`src/rtl/rv_pkg.sv`:
```
// rv_pkg: core-wide datapath constants and the register-dump FSM state type.
package rv_pkg;
  localparam int XLEN = 32;
  localparam int REG_ADDR_W = 5;
  typedef enum logic [2:0] {
    ST_IDLE = 3'd0,
    ST_REQ  = 3'd1,
    ST_READ = 3'd2,
    ST_SEND = 3'd3,
    ST_DONE = 3'd4
  } dump_state_t;
endpackage

```
`src/rtl/reg_dump_reader.sv`:
```
// reg_dump_reader: streams registers FIRST_REG..LAST_REG out over a valid/ready port,
// borrowing the shared register-file read port through a req/gnt handshake.
module reg_dump_reader
  import rv_pkg::*;
#(
  parameter int FIRST_REG = 0,
  parameter int LAST_REG  = 31
) (
  input  logic                  clk,
  input  logic                  rst_n,
  input  logic                  start,
  output logic                  portReq,
  input  logic                  portGnt,
  output logic [REG_ADDR_W-1:0] rdAddr,
  input  logic [XLEN-1:0]       rdData,
  output logic                  outValid,
  input  logic                  outReady,
  output logic [XLEN-1:0]       outData,
  output logic [REG_ADDR_W-1:0] outIndex,
  output logic                  outLast,
  output logic                  busy,
  output logic                  done
);
  localparam logic [REG_ADDR_W-1:0] FIRST = REG_ADDR_W'(FIRST_REG);
  localparam logic [REG_ADDR_W-1:0] LAST  = REG_ADDR_W'(LAST_REG);
  dump_state_t           state_q, state_d;
  logic [REG_ADDR_W-1:0] idx_q, idx_d, oidx_q, oidx_d;
  logic [XLEN-1:0]       data_q, data_d;
  logic                  last_q, last_d;
  logic                  grab, accept;
  assign grab   = state_q == ST_READ && portGnt;
  assign accept = state_q == ST_SEND && outReady;
  always_comb begin
    state_d = state_q;
    case (state_q)
      ST_IDLE: state_d = start ? ST_REQ : ST_IDLE;
      ST_REQ:  state_d = portGnt ? ST_READ : ST_REQ;
      ST_READ: state_d = portGnt ? ST_SEND : ST_REQ;
      ST_SEND: state_d = outReady ? (last_q ? ST_DONE : ST_READ) : ST_SEND;
      default: state_d = ST_IDLE;
    endcase
  end
  // The counter only advances on a non-last accept, so it can never wrap past LAST.
  always_comb begin
    idx_d  = state_q == ST_IDLE && start ? FIRST :
             accept && !last_q ? idx_q + 1'b1 : idx_q;
    data_d = grab ? rdData : data_q;
    oidx_d = grab ? idx_q : oidx_q;
    last_d = grab ? idx_q == LAST : last_q;
  end
  always_ff @(posedge clk or negedge rst_n) begin
    if (!rst_n) begin
      state_q <= ST_IDLE;
      idx_q   <= '0;
      oidx_q  <= '0;
      data_q  <= '0;
      last_q  <= 1'b0;
    end else begin
      state_q <= state_d;
      idx_q   <= idx_d;
      oidx_q  <= oidx_d;
      data_q  <= data_d;
      last_q  <= last_d;
    end
  end
  assign portReq  = state_q == ST_REQ || state_q == ST_READ;
  assign rdAddr   = state_q == ST_READ ? idx_q : '0;
  assign outValid = state_q == ST_SEND;
  assign outData  = data_q;
  assign outIndex = oidx_q;
  assign outLast  = last_q;
  assign busy     = state_q != ST_IDLE;
  assign done     = state_q == ST_DONE;
endmodule

```
`config.mk`:
```
export PLATFORM = sky130hd
export DESIGN_NAME = reg_dump_reader
export DESIGN_NICKNAME = d
export VERILOG_FILES = /design/src/rtl/rv_pkg.sv /design/src/rtl/reg_dump_reader.sv
export SDC_FILE = /design/constraint.sdc
export NUM_CORES = 1
export LEC_CHECK = 0
export ABC_AREA = 1
export ABC_CLOCK_PERIOD_IN_PS = 1300
export CAP_MARGIN = 25
export CELL_PAD_IN_SITES_DETAIL_PLACEMENT = 0
export CELL_PAD_IN_SITES_GLOBAL_PLACEMENT = 1
export CORE_ASPECT_RATIO = 1.2
export CORE_MARGIN = 1
export CORE_UTILIZATION = 28
export CTS_BUF_LIST = sky130_fd_sc_hd__clkbuf_8
export DETAILED_ROUTE_END_ITERATION = 10
export PLACE_DENSITY = 0.78
export SLEW_MARGIN = 10
export SYNTH_ARGS = -nofsm -noshare
export SYNTH_HDL_FRONTEND = slang
export SYNTH_SLANG_ARGS = --single-unit
```
`constraint.sdc`:
```
create_clock -name clk -period 1.3 [get_ports clk]
set_input_delay 0.26 -clock clk [delete_from_list [all_inputs] [get_ports clk]]
set_output_delay 0.26 -clock clk [all_outputs]
set_load 0.01 [all_outputs]
```
### Word-level counts from Yosys, hierarchy flattened

Index checks and enable logic that the tools add are counted.
W data, S select, Z words.

* equal/unequal tests: 5
* multiplexer cells: 9
* $add $sub $neg: 1
* reduce and logical (&&, ||, !) cells: 9

Operator list (count)
* $mux W5: 3
* $pmux W3 S4: 1
* $eq A3 B2 Y1 const B: 2
* $mux W3: 2
* $add A5 B1 Y5 const B: 1
* $eq A5 B5 Y1 const B: 1
* $logic_and A1 B1 Y1: 4
* $mux W2: 2
* $eq A3 B1 Y1 const B: 1
* $eq A3 B3 Y1 const B: 1
* $logic_not A3 Y1: 1
* $reduce_bool A3 Y1: 1
* $reduce_bool A2 Y1: 1
* $logic_not A1 Y1: 1
* $logic_or A1 B1 Y1: 1
* $mux W1: 1

* logic and storage cells: 29
* bits in registers: 46
* output and inout port bits: 47
* input port bits: 37

### Logic depth before layout (Yosys ltp)

* depth in word-level cells: 5
* mapped depth: 6
* mapped depth without buffers: 6

### Worst setup path after synthesis

No wires, ideal clock.

* path type: register -> register
* start point: register state_q[0]
* end point: register oidx_q[2] (netlist: outIndex[2])
* setup time: 0.121 ns
* path buffers: 1
* required time: 1.179 ns
* cell stages (with the launch flop): 6
* data arrival time: 1.167 ns
* slack: 0.012 ns
* clock period less this slack: 1.288 ns
* cells stage by stage: dfrtp_1 -> nor3_4 -> nand2_2 -> buf_2 -> nand2_1 -> o21ai_1

* cells in the longest elaborated chain, start to end: 2

RTL lines
* from (decl): line reg_dump_reader.sv:26 `dump_state_t state_q, state_d;`
* from (signal assigned): line reg_dump_reader.sv:59 `state_q <= state_d;`
* $eq A3 B2 Y1: line reg_dump_reader.sv:31 `assign grab = state_q == ST_READ && portGnt;`
* $logic_and A1 B1 Y1: line reg_dump_reader.sv:31
* to (signal assigned): line reg_dump_reader.sv:61 `oidx_q <= oidx_d;`
* to (decl): line reg_dump_reader.sv:27 `logic [REG_ADDR_W-1:0] idx_q, idx_d, oidx_q, oidx_d;`

Every way passes these cells.
A chain may end at the register's enable or synchronous reset.

### Worst setup path after layout

* start point: register state_q[0]
* end point: output outValid

* cells in the longest elaborated chain, start to end: 1

RTL lines
* $eq A3 B2 Y1: line reg_dump_reader.sv:68 `assign outValid = state_q == ST_SEND;`
* to (decl): line reg_dump_reader.sv:16 `output logic outValid,`

Every way passes these cells.

==> results.md <==
| Stage | Metric | Reported |
|:---|:---|:---|
| sta | Tightest Pin Transition | 360 ps |
| sta | Final setup fails | 47 |
| clock tree | CTS max path bufs | 2 |
| yosys | Area of the mapped netlist | 1950 sq um |
| die | Initial Utilization | 28.8% |
| layout | Area added between synthesis and finish | 80.4% |
| drt | Via density per instance | 4.54 |
| yosys | Synthesis-stage register bit count | 46 |
| clock tree | Clock transition at path regs | 90 ps |
| sta | Period utilisation layout | 119% |
| setup path | Data arrival time of the critical path | 1290 ps |
| min path | Tightest Hold Check Type | primary input to asynchronous set/reset pin |
| setup path | Endpoint kind of the worst setup timing path | primary output |
| clock tree | CTS tree | yes |
| setup path | Start of the worst register-to-register path | state_q[0]$_DFF_PN0_ |
| die | Core Box Area | 6770 sq um |
| clock tree | H-tree depth | 2 |
| clock tree | Clock latency reported for the late side of the worst-skew pair | 300 ps |
| layout | Final instance count without filler cells | 432 |
| pwr | Overall power consumption | 0.00667 W |
| global route | Via count of the first global-routing pass | 1966 |
| drt | Detailed-route DRC error count | 0 |
| drt | Iteration-0 DRC count of the detailed router | 106 |
| layout | Filler Cell Count | 668 |
| die | Die footprint | 7310 sq um |
| pwr | Maximum vdd ir drop | 0.000919 V |
| global route | Maximum number of pins on one net before global-route repair | 47 |
| layout | # nets final | 383 |
| sta | Maximum clock frequency | 645 MHz |
| sta | Time the final worst path needs with I/O delays and setup | 1550 ps |
| yosys | Dominant combinational cell family by area after synthesis | simple AND/OR/NAND/NOR gates |
| yosys | Post-synthesis cell count | 228 |
| placed design | Number of buffers inserted by port buffering | 83 |
| placed design | Placer's final routability congestion estimate | 0.811 |
| die | Die Ht | 93.5 microns |
| die | Count of pins on the block boundary | 84 |
| sta | Worst clock skew | 9.85 ps |
| clock tree | Clock tree root buffer cell | sky130_fd_sc_hd__clkbuf_8 |
| global route | Number of antenna violations at the first check in global routing | 0 |
| pwr | Seq pwr share | 34.3% |
| layout | Fraction of final layout cells with drive strength greater than 1 | 29.3% |
| sta | Count of final max-slew check failures | 0 |
| global route | Global-route wire length before repair | 9.78 mm |
| yosys | Warnings from Yosys | 0 |
| setup path | CP max FO | 5 |
| drt | Average detailed-routed wire length per instance | 13.6 microns |
| pwr | Clock Power Share | 13.5% |
| yosys | Compound-cell area share of the yosys netlist | 1.54% |
| placed design | Dpl hpwl | 3.64 mm |
| setup path | Crit path kind | flip-flop to primary output |
| status | Status | finished, violations left |
| setup path | Reg-to-reg setup timing slack | -120 ps |
| yosys | Post-synthesis share of cell area spent on and, or, nand and nor gates | 32.9% |
| drt | Residual antenna-violating net count after detailed routing | 0 |
| setup path | CP Launch Point | state_q[0]$_DFF_PN0_ |
| pwr | Net Sw Frac | 36.9% |
| yosys | Syn nets | 267 |
| global route | Congestion Overflow GR | 0 |
| drt | Detailed-routing iteration count for the pre-antenna-repair pass | 4 |
| die | Width of the die | 78.2 microns |
| flow run | Reported max-cap violation count | 0 |
| die | Cell row count | 33 |
| setup path | Capturing element of the worst setup path | outValid |
| yosys | Synthesized-area fraction occupied by adder cells | 1.28% |
| pwr | Portion of total power attributed to combinational logic | 52.2% |
| sta | Unrepaired setup endpoints after global routing | yes |
| placed design | Post-Place Cells | 410 |
| sta | Final critical-path setup slack | -250 ps |
| pwr | Standby leakage power | 1.80 nW |
| drt | Total detailed-routing wirelength | 5.87 mm |
| pwr | Cell-internal power | 0.00421 W |
| yosys | Number of different library cells in the post-synthesis netlist | 17 |
| clock tree | Number of buffers inserted during clock tree synthesis | 5 |
| drt | Number of vias after detailed routing | 1963 |
| setup path | Worst reg2reg path depth | 7 |
| layout | Commonest cells after routing, fill and taps aside | sky130_fd_sc_hd__nand2_1, sky130_fd_sc_hd__dfrtp_1, sky130_fd_sc_hd__dlygate4sd2_1 |
| yosys | XOR/XNOR Fraction of Synth Area | 0.448% |
| yosys | Multiplexer area fraction after synthesis | 0% |
| setup path | Worst Setup Start Kind | flip-flop |
| layout | Most common library cell in the layout ignoring fill and taps | sky130_fd_sc_hd__nand2_1 |
| yosys | Seq/Total Area, Yosys | 58.9% |
| sta | Normalized max-slew margin | 75.9% |
| status | Violations in the final reports | negative setup slack |
| yosys | Mean cell area of the mapped netlist | 8.57 sq um |
| sta | Final-report hold violation count | 0 |
| setup path | Data required time of the worst path | 1040 ps |
| setup path | Reg-to-reg critical path endpoint | outData[27]$_DFFE_PN0P_ |
| pwr | Power per Cell Area | 1890 nW/um^2 |
| clock tree | Total clock sinks | 46 |
| layout | Antenna diode count | 0 |
| pwr | Net Switching | 0.00246 W |
| global route | Global Route Usage Sum | 17.4% |
## power groups by stage
stage | sequential, W | combinational, W | clock (W)
after floorplan | 0.00252 | 0.000941 | 0
after global placement | 0.00226 | 0.00286 | 0
after detailed placement | 0.00227 | 0.00289 | 0
after CTS | 0.00227 | 0.00339 | 0.000930
after global routing | 0.00236 | 0.00381 | 0.000987
final | 0.00229 | 0.00348 | 0.000899
## cells in the mapped netlist (all sizes together)
master	n	area (sq um)
nand2	89	337
dfrtp	46	1150
nand3	46	230
inv	12	45.1
nor2	10	37.5
buf	8	38.8
o21ai	6	30.0
clkbuf	3	11.3
nor3	3	26.3
ha	2	25.0
nand4	2	12.5
xor2	1	8.76
## flip-flops by register name, indices dropped and copies added, names as in the netlist
name / cells
outData: 32
outIndex: 5
idx_q: 5
state_q: 3
outLast: 1
## layer usage
metal | global-route usage [%] | routed length, microns | vias up
li1 | - | - | 970
met1 | 22.2 | 2550 | 932
met2 | 29.6 | 2960 | 54
met3 | 3.32 | 255 | 7
met4 | 5.09 | 99 | 0
met5 | 0 | 0 | -
## logic make-up after synthesis
| family | count (synthesis) |
|---|---|
| adder cells (fa/ha/maj) | 2 |
| buffers and inverters | 23 |
| XOR/XNOR | 1 |
| AND/OR/NAND/NOR | 150 |
| AO/OA/AOI/OAI | 6 |
| flip-flops | 46 |
## how the worst min path moves through the flow
stage | end | cells past startpoint
after floorplan | idx_q[0]$_DFFE_PN0P_ | 0
after global placement | outData[2]$_DFFE_PN0P_ | 2
after detailed placement | outData[29]$_DFFE_PN0P_ | 2
after CTS | outData[29]$_DFFE_PN0P_ | 3
after global routing | outData[1]$_DFFE_PN0P_ | 3
final | outData[29]$_DFFE_PN0P_ | 3
## metrics by stage
stage / hold WS (ps) / utilization [%] / TNS (ps) / setup slack [ps] / cell area [sq um]
6_report: 479 / 52.0 / -6050 / -250 / 3520
3_5_place_dp: 267 / 45.0 / -11580 / -311 / 3050
4_1_cts: 478 / 51.1 / -7140 / -244 / 3460
3_3_place_gp: 266 / 45.0 / -10810 / -269 / 3050
5_1_grt: 499 / 52.0 / -10240 / -338 / 3520
2_1_floorplan: -35.6 / - / 0 / 12.0 / 1950
## worst max-delay path, cell delays in order, from the launching register on
cell	delay, ps
sky130_fd_sc_hd__dfrtp_1	410
sky130_fd_sc_hd__buf_6	140
sky130_fd_sc_hd__nand2_1	50
sky130_fd_sc_hd__nor2_1	140
sky130_fd_sc_hd__clkdlybuf4s15_2	240
## what timing repair did
item,in CTS,in global routing
setup endpoints to repair,86,53
pin swaps,18,5
hold buffers,1,0
resized for setup,131,20
endpoints found under the hold margin,46,0
setup buffers,8,1
cloned,6,0
## final cells by class
class                           instances  area, sq um  share of cell area (%)
Sequential cell                        46         1150                    32.7
Inverter                               12         47.5                    1.35
Clock inverter                          2         8.76                   0.249
Clock buffer                            6         82.6                    2.34
Timing Repair Buffer                  120         1240                    35.1
Tap cell                               87          109                    3.09
Multi-Input combinational cell        159          887                    25.2
No activity file was read; power rests on OpenSTA's default activity.
